## config.mk

```make
export PLATFORM = sky130hd
export DESIGN_NAME = video_cga_console_flat
export DESIGN_NICKNAME = d
export VERILOG_FILES = /design/src/rtl/video_cga_console_if.sv /design/src/rtl/video_cga_console.sv /design/src/flat_wrapper.sv
export SDC_FILE = /design/constraint.sdc
export NUM_CORES = 1
export LEC_CHECK = 0
export ABC_AREA = 1
export BUFFER_PORTS_ARGS = -buffer_cell sky130_fd_sc_hd__buf_2
export CAP_MARGIN = 20
export CORE_MARGIN = 5
export CORE_UTILIZATION = 30
export CTS_CLUSTER_DIAMETER = 40
export CTS_CLUSTER_SIZE = 25
export DETAILED_ROUTE_END_ITERATION = 10
export PLACE_DENSITY = 0.54
export SLEW_MARGIN = 10
export SYNTH_ARGS = -nofsm -noshare
export SYNTH_HDL_FRONTEND = slang
export SYNTH_SLANG_ARGS = --single-unit
```

## constraint.sdc

```tcl
create_clock -name iClk -period 3.3 [get_ports iClk]
set_clock_uncertainty 0.2 [all_clocks]
set_input_delay 0.33 -clock iClk [delete_from_list [all_inputs] [get_ports iClk]]
set_output_delay 0.33 -clock iClk [all_outputs]
set_load 0.05 [all_outputs]
```

## src/rtl/video_cga_console_if.sv

```systemverilog
// Video bus between the text-console writer (master) and the CGA CPU-side write port (slave).
interface video_cga_console_if;
  logic        busReq;
  logic        busGnt;
  logic [19:0] addr;
  logic [7:0]  wrData;
  logic        wrMem;
  logic        wrIo;

  modport master (output busReq, addr, wrData, wrMem, wrIo, input busGnt);
  modport slave  (input busReq, addr, wrData, wrMem, wrIo, output busGnt);
endinterface

```

## src/rtl/video_cga_console.sv

```systemverilog
// Byte-stream text console: writes glyph/attribute pairs into CGA text VRAM and keeps the CRTC cursor in sync.
// Optional macro VIDEO_CGA_CONSOLE_TAB_EN turns 09h into a tab-stop move instead of a printable glyph.
module video_cga_console #(
  parameter int          COLS      = 80,
  parameter int          ROWS      = 25,
  parameter logic [19:0] VRAM_BASE = 20'hB8000
) (
  input  logic       iClk,
  input  logic       iRst,
  input  logic [7:0] iChar,
  input  logic       iCharValid,
  output logic       oCharReady,
  input  logic [7:0] iAttr,
  output logic       oBusy,
  video_cga_console_if.master bus
);

  localparam logic [3:0] S_IDLE    = 4'd0;
  localparam logic [3:0] S_WR_CHR  = 4'd1;
  localparam logic [3:0] S_WR_ATR  = 4'd2;
  localparam logic [3:0] S_ADV     = 4'd3;
  localparam logic [3:0] S_CLR_CHR = 4'd4;
  localparam logic [3:0] S_CLR_ATR = 4'd5;
  localparam logic [3:0] S_CUR_IH  = 4'd6;
  localparam logic [3:0] S_CUR_VH  = 4'd7;
  localparam logic [3:0] S_CUR_IL  = 4'd8;
  localparam logic [3:0] S_CUR_VL  = 4'd9;

  localparam logic [6:0]  LAST_COL = 7'(COLS - 1);
  localparam logic [4:0]  LAST_ROW = 5'(ROWS - 1);
  localparam logic [10:0] LAST_POS = 11'(COLS * ROWS - 1);

  logic [3:0]  state_q, state_d;
  logic [4:0]  row_q, row_d;
  logic [6:0]  col_q, col_d;
  logic [7:0]  chr_q, chr_d;
  logic [7:0]  attr_q, attr_d;
  logic [10:0] clrPos_q, clrPos_d;
  logic [10:0] clrEnd_q, clrEnd_d;

  logic [10:0] pos;
  logic [4:0]  nlRow;
  logic [10:0] nlBase;
  logic [19:0] cellAddr;
  logic [19:0] clrAddr;
  logic        advance;
  logic        doNewline;
  logic        memSel;
  logic        ioSel;
  logic [19:0] addrSel;
  logic [7:0]  dataSel;

  assign pos      = 11'(row_q) * 11'(COLS) + 11'(col_q);
  assign nlRow    = (row_q == LAST_ROW) ? 5'd0 : row_q + 5'd1;
  assign nlBase   = 11'(nlRow) * 11'(COLS);
  assign cellAddr = VRAM_BASE + {8'd0, pos, 1'b0};
  assign clrAddr  = VRAM_BASE + {8'd0, clrPos_q, 1'b0};

`ifdef VIDEO_CGA_CONSOLE_TAB_EN
  logic [6:0] tabCol;
  assign tabCol = (col_q | 7'd7) + 7'd1;
`endif

  // Column advance and newline are resolved on the exit edge of the writing state,
  // so ADV never costs a cycle in normal operation; it only recovers a stray entry.
  always_comb begin
    state_d   = state_q;
    row_d     = row_q;
    col_d     = col_q;
    chr_d     = chr_q;
    attr_d    = attr_q;
    clrPos_d  = clrPos_q;
    clrEnd_d  = clrEnd_q;
    advance   = 1'b0;
    doNewline = 1'b0;
    memSel    = 1'b0;
    ioSel     = 1'b0;
    addrSel   = 20'd0;
    dataSel   = 8'd0;

    case (state_q)
      S_IDLE: begin
        if (iCharValid) begin
          chr_d   = iChar;
          attr_d  = iAttr;
          state_d = S_CUR_IH;
          case (iChar)
            8'h0D: col_d = 7'd0;
            8'h0A: doNewline = 1'b1;
            8'h08: if (col_q != 7'd0) col_d = col_q - 7'd1;
            8'h0C: begin
              row_d    = 5'd0;
              col_d    = 7'd0;
              clrPos_d = 11'd0;
              clrEnd_d = LAST_POS;
              state_d  = S_CLR_CHR;
            end
`ifdef VIDEO_CGA_CONSOLE_TAB_EN
            8'h09: begin
              if (tabCol == 7'(COLS)) begin
                col_d     = 7'd0;
                doNewline = 1'b1;
              end else begin
                col_d = tabCol;
              end
            end
`endif
            default: state_d = S_WR_CHR;
          endcase
        end
      end
      S_WR_CHR: begin
        memSel  = 1'b1;
        addrSel = cellAddr;
        dataSel = chr_q;
        if (bus.busGnt) state_d = S_WR_ATR;
      end
      S_WR_ATR: begin
        memSel  = 1'b1;
        addrSel = cellAddr + 20'd1;
        dataSel = attr_q;
        if (bus.busGnt) advance = 1'b1;
      end
      S_ADV: advance = 1'b1;
      S_CLR_CHR: begin
        memSel  = 1'b1;
        addrSel = clrAddr;
        dataSel = 8'h20;
        if (bus.busGnt) state_d = S_CLR_ATR;
      end
      S_CLR_ATR: begin
        memSel  = 1'b1;
        addrSel = clrAddr + 20'd1;
        dataSel = attr_q;
        if (bus.busGnt) begin
          if (clrPos_q == clrEnd_q) begin
            state_d = S_CUR_IH;
          end else begin
            clrPos_d = clrPos_q + 11'd1;
            state_d  = S_CLR_CHR;
          end
        end
      end
      S_CUR_IH: begin
        ioSel   = 1'b1;
        addrSel = 20'h003D4;
        dataSel = 8'h0E;
        if (bus.busGnt) state_d = S_CUR_VH;
      end
      S_CUR_VH: begin
        ioSel   = 1'b1;
        addrSel = 20'h003D5;
        dataSel = {5'd0, pos[10:8]};
        if (bus.busGnt) state_d = S_CUR_IL;
      end
      S_CUR_IL: begin
        ioSel   = 1'b1;
        addrSel = 20'h003D4;
        dataSel = 8'h0F;
        if (bus.busGnt) state_d = S_CUR_VL;
      end
      S_CUR_VL: begin
        ioSel   = 1'b1;
        addrSel = 20'h003D5;
        dataSel = pos[7:0];
        if (bus.busGnt) state_d = S_IDLE;
      end
      default: state_d = S_IDLE;
    endcase

    if (advance) begin
      state_d = S_CUR_IH;
      if (col_q == LAST_COL) begin
        col_d     = 7'd0;
        doNewline = 1'b1;
      end else begin
        col_d = col_q + 7'd1;
      end
    end

    // Newline wraps the row without scrolling and then blanks the row it lands on.
    if (doNewline) begin
      row_d    = nlRow;
      clrPos_d = nlBase;
      clrEnd_d = nlBase + 11'(COLS - 1);
      state_d  = S_CLR_CHR;
    end
  end

  always_ff @(posedge iClk) begin
    if (iRst) begin
      state_q  <= S_IDLE;
      row_q    <= 5'd0;
      col_q    <= 7'd0;
      chr_q    <= 8'd0;
      attr_q   <= 8'd0;
      clrPos_q <= 11'd0;
      clrEnd_q <= 11'd0;
    end else begin
      state_q  <= state_d;
      row_q    <= row_d;
      col_q    <= col_d;
      chr_q    <= chr_d;
      attr_q   <= attr_d;
      clrPos_q <= clrPos_d;
      clrEnd_q <= clrEnd_d;
    end
  end

  assign oBusy       = (state_q != S_IDLE);
  assign oCharReady  = (state_q == S_IDLE) & ~iRst;
  assign bus.busReq  = oBusy;
  assign bus.addr    = addrSel;
  assign bus.wrData  = dataSel;
  assign bus.wrMem   = memSel & bus.busGnt & ~iRst;
  assign bus.wrIo    = ioSel & bus.busGnt & ~iRst;

endmodule

```

## src/flat_wrapper.sv

```systemverilog
// flat-port wrapper written by rule: the top's interface ports become plain ports
module video_cga_console_flat 
#(
  parameter int          COLS      = 80,
  parameter int          ROWS      = 25,
  parameter logic [19:0] VRAM_BASE = 20'hB8000
)
  (iClk, iRst, iChar, iCharValid, oCharReady, iAttr, oBusy, bus_busReq, bus_addr, bus_wrData, bus_wrMem, bus_wrIo, bus_busGnt);
  video_cga_console_if bus_i ();
  input  logic iClk;
  input  logic iRst;
  input  logic [7:0] iChar;
  input  logic iCharValid;
  output logic oCharReady;
  input  logic [7:0] iAttr;
  output logic oBusy;
  output wire logic [$bits(bus_i.busReq)-1:0] bus_busReq;
  output wire logic [$bits(bus_i.addr)-1:0] bus_addr;
  output wire logic [$bits(bus_i.wrData)-1:0] bus_wrData;
  output wire logic [$bits(bus_i.wrMem)-1:0] bus_wrMem;
  output wire logic [$bits(bus_i.wrIo)-1:0] bus_wrIo;
  input wire logic [$bits(bus_i.busGnt)-1:0] bus_busGnt;
  assign bus_busReq = bus_i.busReq;
  assign bus_addr = bus_i.addr;
  assign bus_wrData = bus_i.wrData;
  assign bus_wrMem = bus_i.wrMem;
  assign bus_wrIo = bus_i.wrIo;
  assign bus_i.busGnt = bus_busGnt;
  video_cga_console #(.COLS(COLS), .ROWS(ROWS), .VRAM_BASE(VRAM_BASE)) u_core (.iClk(iClk), .iRst(iRst), .iChar(iChar), .iCharValid(iCharValid), .oCharReady(oCharReady), .iAttr(iAttr), .oBusy(oBusy), .bus(bus_i));
endmodule
```

# == After elaboration in Yosys (flattened, before gate mapping) ==
# Index checks and enable logic that the tools add are counted.
# totals
regBits,54
word_cells,152
# classes
add_sub_neg,10
multipliers,2
n_eq_ne,49
mux,45
bitwise_logic,7
n_reduce_logical,29
# ops
op,count
case mux 20 bit (6 select lines),1
two-way mux 11 bit,9
case mux 8 bit (7 select lines),1
"adder 20 x 1 -> 20 bit, second input constant",2
"adder 20 x 12 -> 20 bit, first input constant",2
"inequality test 3 x 2 -> 1 bit, second input constant",12
case mux 4 bit (9 select lines),1
two-way mux 7 bit,5
"== test 8 x 4 -> 1 bit, second input constant",4
two-way mux 4 bit,8
"inequality test 4 x 2 -> 1 bit, second input constant",8
AND reduction 9 bit,3
two-way mux 5 bit,5
case mux 11 bit (2 select lines),1
"inequality test 2 bit, second input constant",10
"== test 4 x 3 -> 1 bit, second input constant",4
"multiplier 5 x 3 -> 7 bit, second input constant",2
case mux 7 bit (2 select lines),1
nonzero test 2 bit,6
OR reduction 2 bit,6
"adder 11 x 1 -> 11 bit, second input constant",1
adder 11 x 7 -> 11 bit,1
"adder 11 x 7 -> 11 bit, second input constant",1
== test 11 bit,1
other kinds (27),47

# == Logic depth before layout (Yosys ltp) ==
# Gate-level depths: netlist of the first run.
# depth
ltp_word,8
depth_mapped,17

# == Least setup slack after synthesis of the first run ==
# OpenSTA, ideal clock, no wires.
# synth_timing
path_type,register to output
from,register u_core.clrEnd_q[5] (netlist name)
to,output bus_wrData[2]
arrival_time_ns,2.888
required_time_ns,2.770
setup_slack_ns,-0.118
path_stages_with_launch,10
n_path_buf,0
cell_sequence,dfxtp_1 ha_1 ha_1 fa_1 xor2_1 nand3_1 inv_1 or2_2 nand2_1 o21ai_0
# synth_rtl
element,line,rtl
"end, declared",flat_wrapper.sv:19,output wire logic [$bits(bus_i.wrData)-1:0] bus_wrData;

==> metrics.md, run 1 <==
| Metric | Value |
|---|---|
| Required @ worst endpoint | 2.77 ns |
| Setup Viol. Count Final | 0 |
| Diode count | 0 |
| DRT Pass-1 Iters | 5 |
| Post-layout minimum cycle time | 3.15 ns |
| Crit path launch type | register |
| Vias in the first global route | 3939 |
| GR Util met3 | 0.0257 |
| Number of synthesis warnings | 0 |
| Clk root buf | clkbuf_16 |
| DP Area | 4310 um^2 |
| DRC | 0 |
| Final hold violations | 0 |
| Setup Fix Bufs, Post-CTS | 0 |
| Total track usage | 0.148 |
| Final Non-Filler Cells | 838 |
| First-pass GRT wire length | 19200 um |
| Mean post-synth cell area | 6.33 um^2 |
| MaxCap Viol Count | 0 |
| Critical path class | register to primary output |
| Placed insts | 831 |
| GR peak layer | met2 |
| Initial antenna violation count | 0 |
| Final Util | 0.342 |
| Die span in y | 125 um |
| Final Wtd Congestion | 0.887 |
| Gr ovfl total | 0 |
| Clock sink total | 49 |
| Worst Hold Class | input port to register |
| CTS buffer count | 5 |
| Largest net degree at the start of global routing | 27 |
| Max Freq | 318 MHz |
| Layout cell share with drive strength beyond 1 | 0.140 |
| Maximum vdd drop | 0.249 mV |
| IO Port Bufs | 48 |
| Met1 Use GR | 0.193 |
| TNS Setup | 0 ns |
| Routed WL | 11700 um |
| Post-Synthesis Cells | 624 |
| Area grow syn2layout | 13.4% |
| Met2 Resource Use GR | 0.248 |
| Worst-Skew Late Latency | 0.29 ns |
| Rel. slew slack | 0.411 |
| RSZ-0062 raised after global routing | no |
| Starting density of the core | 0.302 |
| Register area share after synthesis | 0.248 |
| Fill count | 1429 |
| Post-route cell area | 4480 um^2 |
| Post-DRT Antenna Nets | 0 |
| CTS tree | done |
| Ports | 53 |
| Wirelength per Cell | 13.9 um |
| Synthesized cell area | 3950 um^2 |
| Max clock buf depth | 2 |
| Critical Path Sink Type | primary output |
| Crit Path Max Fanout | 7 |
| Avg Vias per Cell | 4.81 |
| Site Rows | 42 |
| Pwr dens | 688 nW/um^2 |
| Leak | 2.14 nW |
| Crit path DAT | 2.62 ns |
| Worst-path clk slew | 0.07 ns |
| Synthesized flop and latch total | 49 |
| Status | finished clean |
| Via count | 4031 |
| Die Footprint | 15600 um^2 |
| Final Cycle Share | 0.954 |
| Final HPWL DP | 9160 um |
| Tightest Pin Transition | 0.880 ns |
| Slew Limit Fails | 0 |
| Nets | 708 |
| First-iteration detailed-routing DRC count | 303 |
| Die span in x | 125 um |
| PnR Total Power | 0.00308 W |
| Core ar. | 13100 um^2 |
| Count of different cell masters after synthesis | 39 |
| H-tree levels | 2 |
==> critical path, stage by stage, from the launching register on <==
cell and delay [ns]:
dfxtp_1 0.32, buf_4 0.16, ha_1 0.23, ha_1 0.19, fa_1 0.37, xor2_1 0.17
nand3_1 0.09, inv_1 0.05, or2_2 0.28, nand2_1 0.10, o22ai_1 0.10, buf_4 0.26
==> cell type report <==
cell class                 count  area, um^2  area share
sequential                    49         985       0.220
clock buffer                   5         125      0.0279
inverter                      83         314      0.0701
multi-input combinational    469        2510       0.561
tap                          176         220      0.0491
timing repair buffer          54         288      0.0642
clock inverter                 2        35.0     0.00782
==> worst paths after layout <==
kind / cells past startpoint / slack, ns / to / from
setup / recovery: 11 / 0.15 / bus_addr[11] / u_core.clrEnd_q[4]$_SDFFE_PP0P_
hold / removal: 3 / 0.08 / u_core.attr_q[4]$_SDFFE_PP0P_ / iAttr[4]
setup reg to reg: 16 / 0.35 / u_core.clrEnd_q[10]$_SDFFE_PP0P_ / u_core.clrEnd_q[4]$_SDFFE_PP0P_
hold reg to reg: 2 / 0.25 / u_core.chr_q[0]$_SDFFE_PP0P_ / u_core.chr_q[0]$_SDFFE_PP0P_
==> per-stage QoR <==
stage / hold WS [ns] / setup WS, ns
after floorplan: 0.199 / 0.203
after global placement: 0.235 / 0.361
after detailed placement: 0.239 / 0.261
after CTS: 0.0842 / 0.0359
after global routing: 0.0879 / 0.00351
final: 0.0840 / 0.152
==> metal layers <==
layer  part of all wire  vias up  routed length (um)
met3              0.058       17                 677
met2               0.47       93                5470
li1                   -     2091                   -
met1               0.45     1830                5270
met4              0.021        0                 244
met5                  0        -                   0
==> Yosys cell counts, drive strengths merged <==
| master | count | share of area |
|---|---|---|
| o221ai | 12 | 0.027 |
| inv | 83 | 0.079 |
| nand2 | 158 | 0.16 |
| buf | 17 | 0.031 |
| o21ai | 40 | 0.053 |
| nor2 | 82 | 0.085 |
| a21oi | 46 | 0.058 |
| o31ai | 1 | 0.0019 |
| o22ai | 7 | 0.011 |
| clkbuf | 9 | 0.0089 |
| xor2 | 10 | 0.022 |
| fa | 3 | 0.015 |
| nor3 | 6 | 0.0076 |
| dfxtp | 49 | 0.25 |
| nor3b | 3 | 0.0082 |
| nand3b | 1 | 0.0019 |
| nand3 | 50 | 0.069 |
| xnor2 | 6 | 0.013 |
| or2 | 3 | 0.0047 |
| a211oi | 2 | 0.0038 |
| conb | 1 | 0.00095 |
| ha | 23 | 0.073 |
| nand4 | 11 | 0.017 |
| o211ai | 1 | 0.0032 |
==> timing repair <==
action                                  CTS  global route
gates resized for setup                   0             6
endpoints found under the setup margin    0             4
hold buffers                              0             0
==> cell usage in the layout, fill, tap and decap left out, drive strengths merged, types with 7 or more instances in the layout <==
cell type / n
nand2: 158
inv: 83
nor2: 82
buf: 54
nand3: 50
dfxtp: 49
a21oi: 46
o21ai: 40
ha: 23
o221ai: 12
nand4: 11
xor2: 10
o22ai: 7
==> power by group <==
group          switching [W]  total, W  internal, W
logic                0.00123   0.00166     0.000434
clock network       0.000237  0.000589     0.000353
registers           0.000119  0.000829     0.000710
==> kinds of logic after synthesis <==
kind of cell             share of synthesized area
XOR/XNOR                                    0.0355
other                                     0.000949
flip-flops                                   0.248
AO/OA/AOI/OAI                                0.158
adder cells (fa/ha/maj)                     0.0880
buffers and inverters                        0.120
AND/OR/NAND/NOR                              0.349
==> state kept, by name, summed over array words and instances (netlist names) <==
| name | flops |
|---|---|
| u_core.row_q | 3 |
| u_core.chr_q | 8 |
| u_core.state_q | 4 |
| u_core.attr_q | 8 |
| u_core.clrEnd_q | 8 |
| u_core.col_q | 7 |
| u_core.clrPos_q | 11 |
Note: power is estimated with default switching activity, not from simulation.
==> inputs of run 2 (changes only) <==
Settings changed: REMOVE_ABC_BUFFERS from default to 1.
==> run 2 against run 1 <==
Against the previous run: worst hold slack lost 0.00096 ns; core utilization decreased by 0.077 points; cell count up 0.12%; total power fell by 1.2%; sequential cell count is the same; routed wire length increased by 2.1%; cell area shrank 0.22%; register-to-register slack got worse by 0.05 ns; global-route usage increased by 0.34 points; clock-buffer cell count unchanged; die area is the same; sequential power about the same; largest cell class unchanged.
==> metrics.md, run 2 (synthesis gave the netlist of run 1 again) <==
| Metric | Value |
|---|---|
| Rel. slew slack | 0.603 (+0.192) |
| Layout cell share with drive strength beyond 1 | 0.142 (+0.00130) |
| Site Rows | 42 (unchanged) |
| DRT Pass-1 Iters | 4 (-1) |
| Gr ovfl total | 0 (unchanged) |
| Worst Path Buf+Inv | 2 (-1) |
| H-tree levels | 2 (unchanged) |
| CTS buffer count | 5 (unchanged) |
| Worst path slowest cell | fa_1 |
| IO Port Bufs | 48 (unchanged) |
| Area grow syn2layout | 13.1% |
| Post-DRT Antenna Nets | 0 (unchanged) |
| Leak | 2.13 nW (-0.38%) |
| Die Footprint | 15600 um^2 (unchanged) |
| First-iteration detailed-routing DRC count | 272 (-10%) |
| Critical Path Most Common Cell | ha_1 |
| Maximum vdd drop | 0.252 mV (+0.93%) |
| Initial antenna violation count | 0 (unchanged) |
| Core ar. | 13100 um^2 (unchanged) |
| Die span in x | 125 um (unchanged) |
| Crit path launch type | register |
| Crit Path Max Fanout | 5 (-2) |
| Nets | 708 (unchanged) |
| Critical path class | register to primary output |
| Die span in y | 125 um (unchanged) |
| Setup Fix Bufs, Post-CTS | 0 (unchanged) |
| Post-layout minimum cycle time | 3.17 ns (+0.0259 ns) |
| Max clock buf depth | 2 (unchanged) |
| Commonest non-fill, non-tap cells in the layout | nand2_1, inv_1, nor2_1 |
| Worst-path clk slew | 0.07 ns (about the same) |
| Pwr dens | 681 nW/um^2 (-1.0%) |
| CTS tree | done |
| First-pass GRT wire length | 19600 um (+1.8%) |
| Crit path DAT | 2.64 ns (+0.02 ns) |
| Worst Hold Slack | 0.0830 ns (-0.000965 ns) |
| Clock sink total | 49 (unchanged) |
| RSZ-0062 raised after global routing | no |
| Total track usage | 0.152 (+0.00341) |
| Max Freq | 315 MHz (-0.81%) |
| Required @ worst endpoint | 2.77 ns (about the same) |
| Worst-Skew Late Latency | 0.30 ns (about the same) |
| Setup Viol. Count Final | 0 (unchanged) |
| Critical Path Sink Type | primary output |
| Placed insts | 831 (unchanged) |
| MaxCap Viol Count | 0 (unchanged) |
| Via count | 4138 (+2.7%) |
| Final Util | 0.342 (-0.000765) |
| Number of flip-flops under the largest register name | 11 (unchanged) |
| Avg Vias per Cell | 4.93 (+2.5%) |
| Vias in the first global route | 3936 (-0.076%) |
| Final Cycle Share | 0.962 (+0.00784) |
| DRC | 0 (unchanged) |
| Final HPWL DP | 9190 um (+0.32%) |
| Crit path cell chain | ha_1 -> ha_1 -> fa_1 -> xor2_1 -> nand3_1 -> inv_1 -> or2_2 -> nand2_1 -> o22ai_1 -> buf_4 |
| CP peak stage delay | 0.37 ns (about the same) |
| Routed WL | 11900 um (+2.1%) |
| Most common cell after layout, fill and taps aside | nand2_1 |
| Ports | 53 (unchanged) |
| Final Non-Filler Cells | 839 (+0.12%) |
| Wirelength per Cell | 14.2 um (+2.0%) |
| Final Wtd Congestion | 0.922 (+3.9%) |
| Diode count | 0 (unchanged) |
| Final hold violations | 0 (unchanged) |
| Largest net degree at the start of global routing | 27 (unchanged) |
| Tightest Pin Transition | 0.592 ns (-0.288 ns) |
| Delay-heaviest family, CP | adder cells |
| Most flops, register | u_core.clrPos_q |
| Slew Limit Fails | 0 (unchanged) |
| Worst Hold Class | input port to register |
| Starting density of the core | 0.302 (unchanged) |
| Status | finished clean |
| Clk root buf | clkbuf_16 |
==> run 2: cell types whose count changed in the layout (fill, tap and decap cells not counted), sizes merged <==
cell	delta
inv	+1
bufinv	-1
clkinvlp	+1
==> run 2: cell type report <==
| cell class | instances | area, um^2 |
|---|---|---|
| clock inverter | 3 | 21.3 |
| tap | 176 | 220 |
| sequential | 49 | 983 |
| multi-input combinational | 469 | 2520 |
| clock buffer | 5 | 125 |
| timing repair buffer | 54 | 290 |
| fill | 1441 | 8610 |
| inverter | 83 | 314 |
==> run 2: worst reg2reg max path, cell delays in order, from the launching register on <==
cell and delay (ns):
dfxtp_1 0.41, inv_1 0.09, ha_1 0.18, nand4_1 0.18
o21ai_0 0.16, a21oi_2 0.18, ha_1 0.26, ha_1 0.20
inv_1 0.08, fa_1 0.41, inv_1 0.10, nand2_1 0.08
nor2_1 0.14, nand3_1 0.09, nand2_1 0.06, nor2_1 0.04
nor2_1 0.09
==> run 2: worst paths after layout <==
check,startpoint,end,slack [ns],depth (start not counted)
max,u_core.clrEnd_q[5]$_SDFFE_PP0P_,bus_addr[11],0.13,10
min,iAttr[7],u_core.attr_q[7]$_SDFFE_PP0P_,0.08,3
max reg2reg,u_core.clrEnd_q[5]$_SDFFE_PP0P_,u_core.clrEnd_q[10]$_SDFFE_PP0P_,0.30,16
min reg2reg,u_core.chr_q[2]$_SDFFE_PP0P_,u_core.chr_q[2]$_SDFFE_PP0P_,0.26,2
==> run 2: power breakdown <==
part           leakage, nW  internal, W  switching (W)
logic                 1.66     0.000438        0.00125
registers            0.400     0.000710       0.000117
clock network       0.0702     0.000283       0.000248
==> run 2: repair_timing <==
item	CTS	global route
endpoints found under the setup margin	2	6
pin swaps	0	0
gates cloned	0	0
gates resized for setup	2	5
hold buffers	0	0
==> run 2: routing by layer <==
metal	vias up	track usage	part of all wire
met2	96	0.257	0.48
met4	0	0.0709	0.035
li1	2097	-	-
met3	26	0.0270	0.039
met5	-	0	0
met1	1919	0.187	0.45
==> run 2: through the flow <==
| step | area [um^2] | worst slack [ns] | power (W) | TNS (ns) |
|---|---|---|---|---|
| floorplan | 3800 | -0.210 | 0.00209 | -0.342 |
| global placement | 4310 | 0.349 | 0.00250 | 0 |
| detailed placement | 4310 | 0.273 | 0.00252 | 0 |
| CTS | 4460 | 0.0741 | 0.00306 | 0 |
| global route | 4470 | 0.0264 | 0.00326 | 0 |
| finish | 4470 | 0.126 | 0.00304 | 0 |
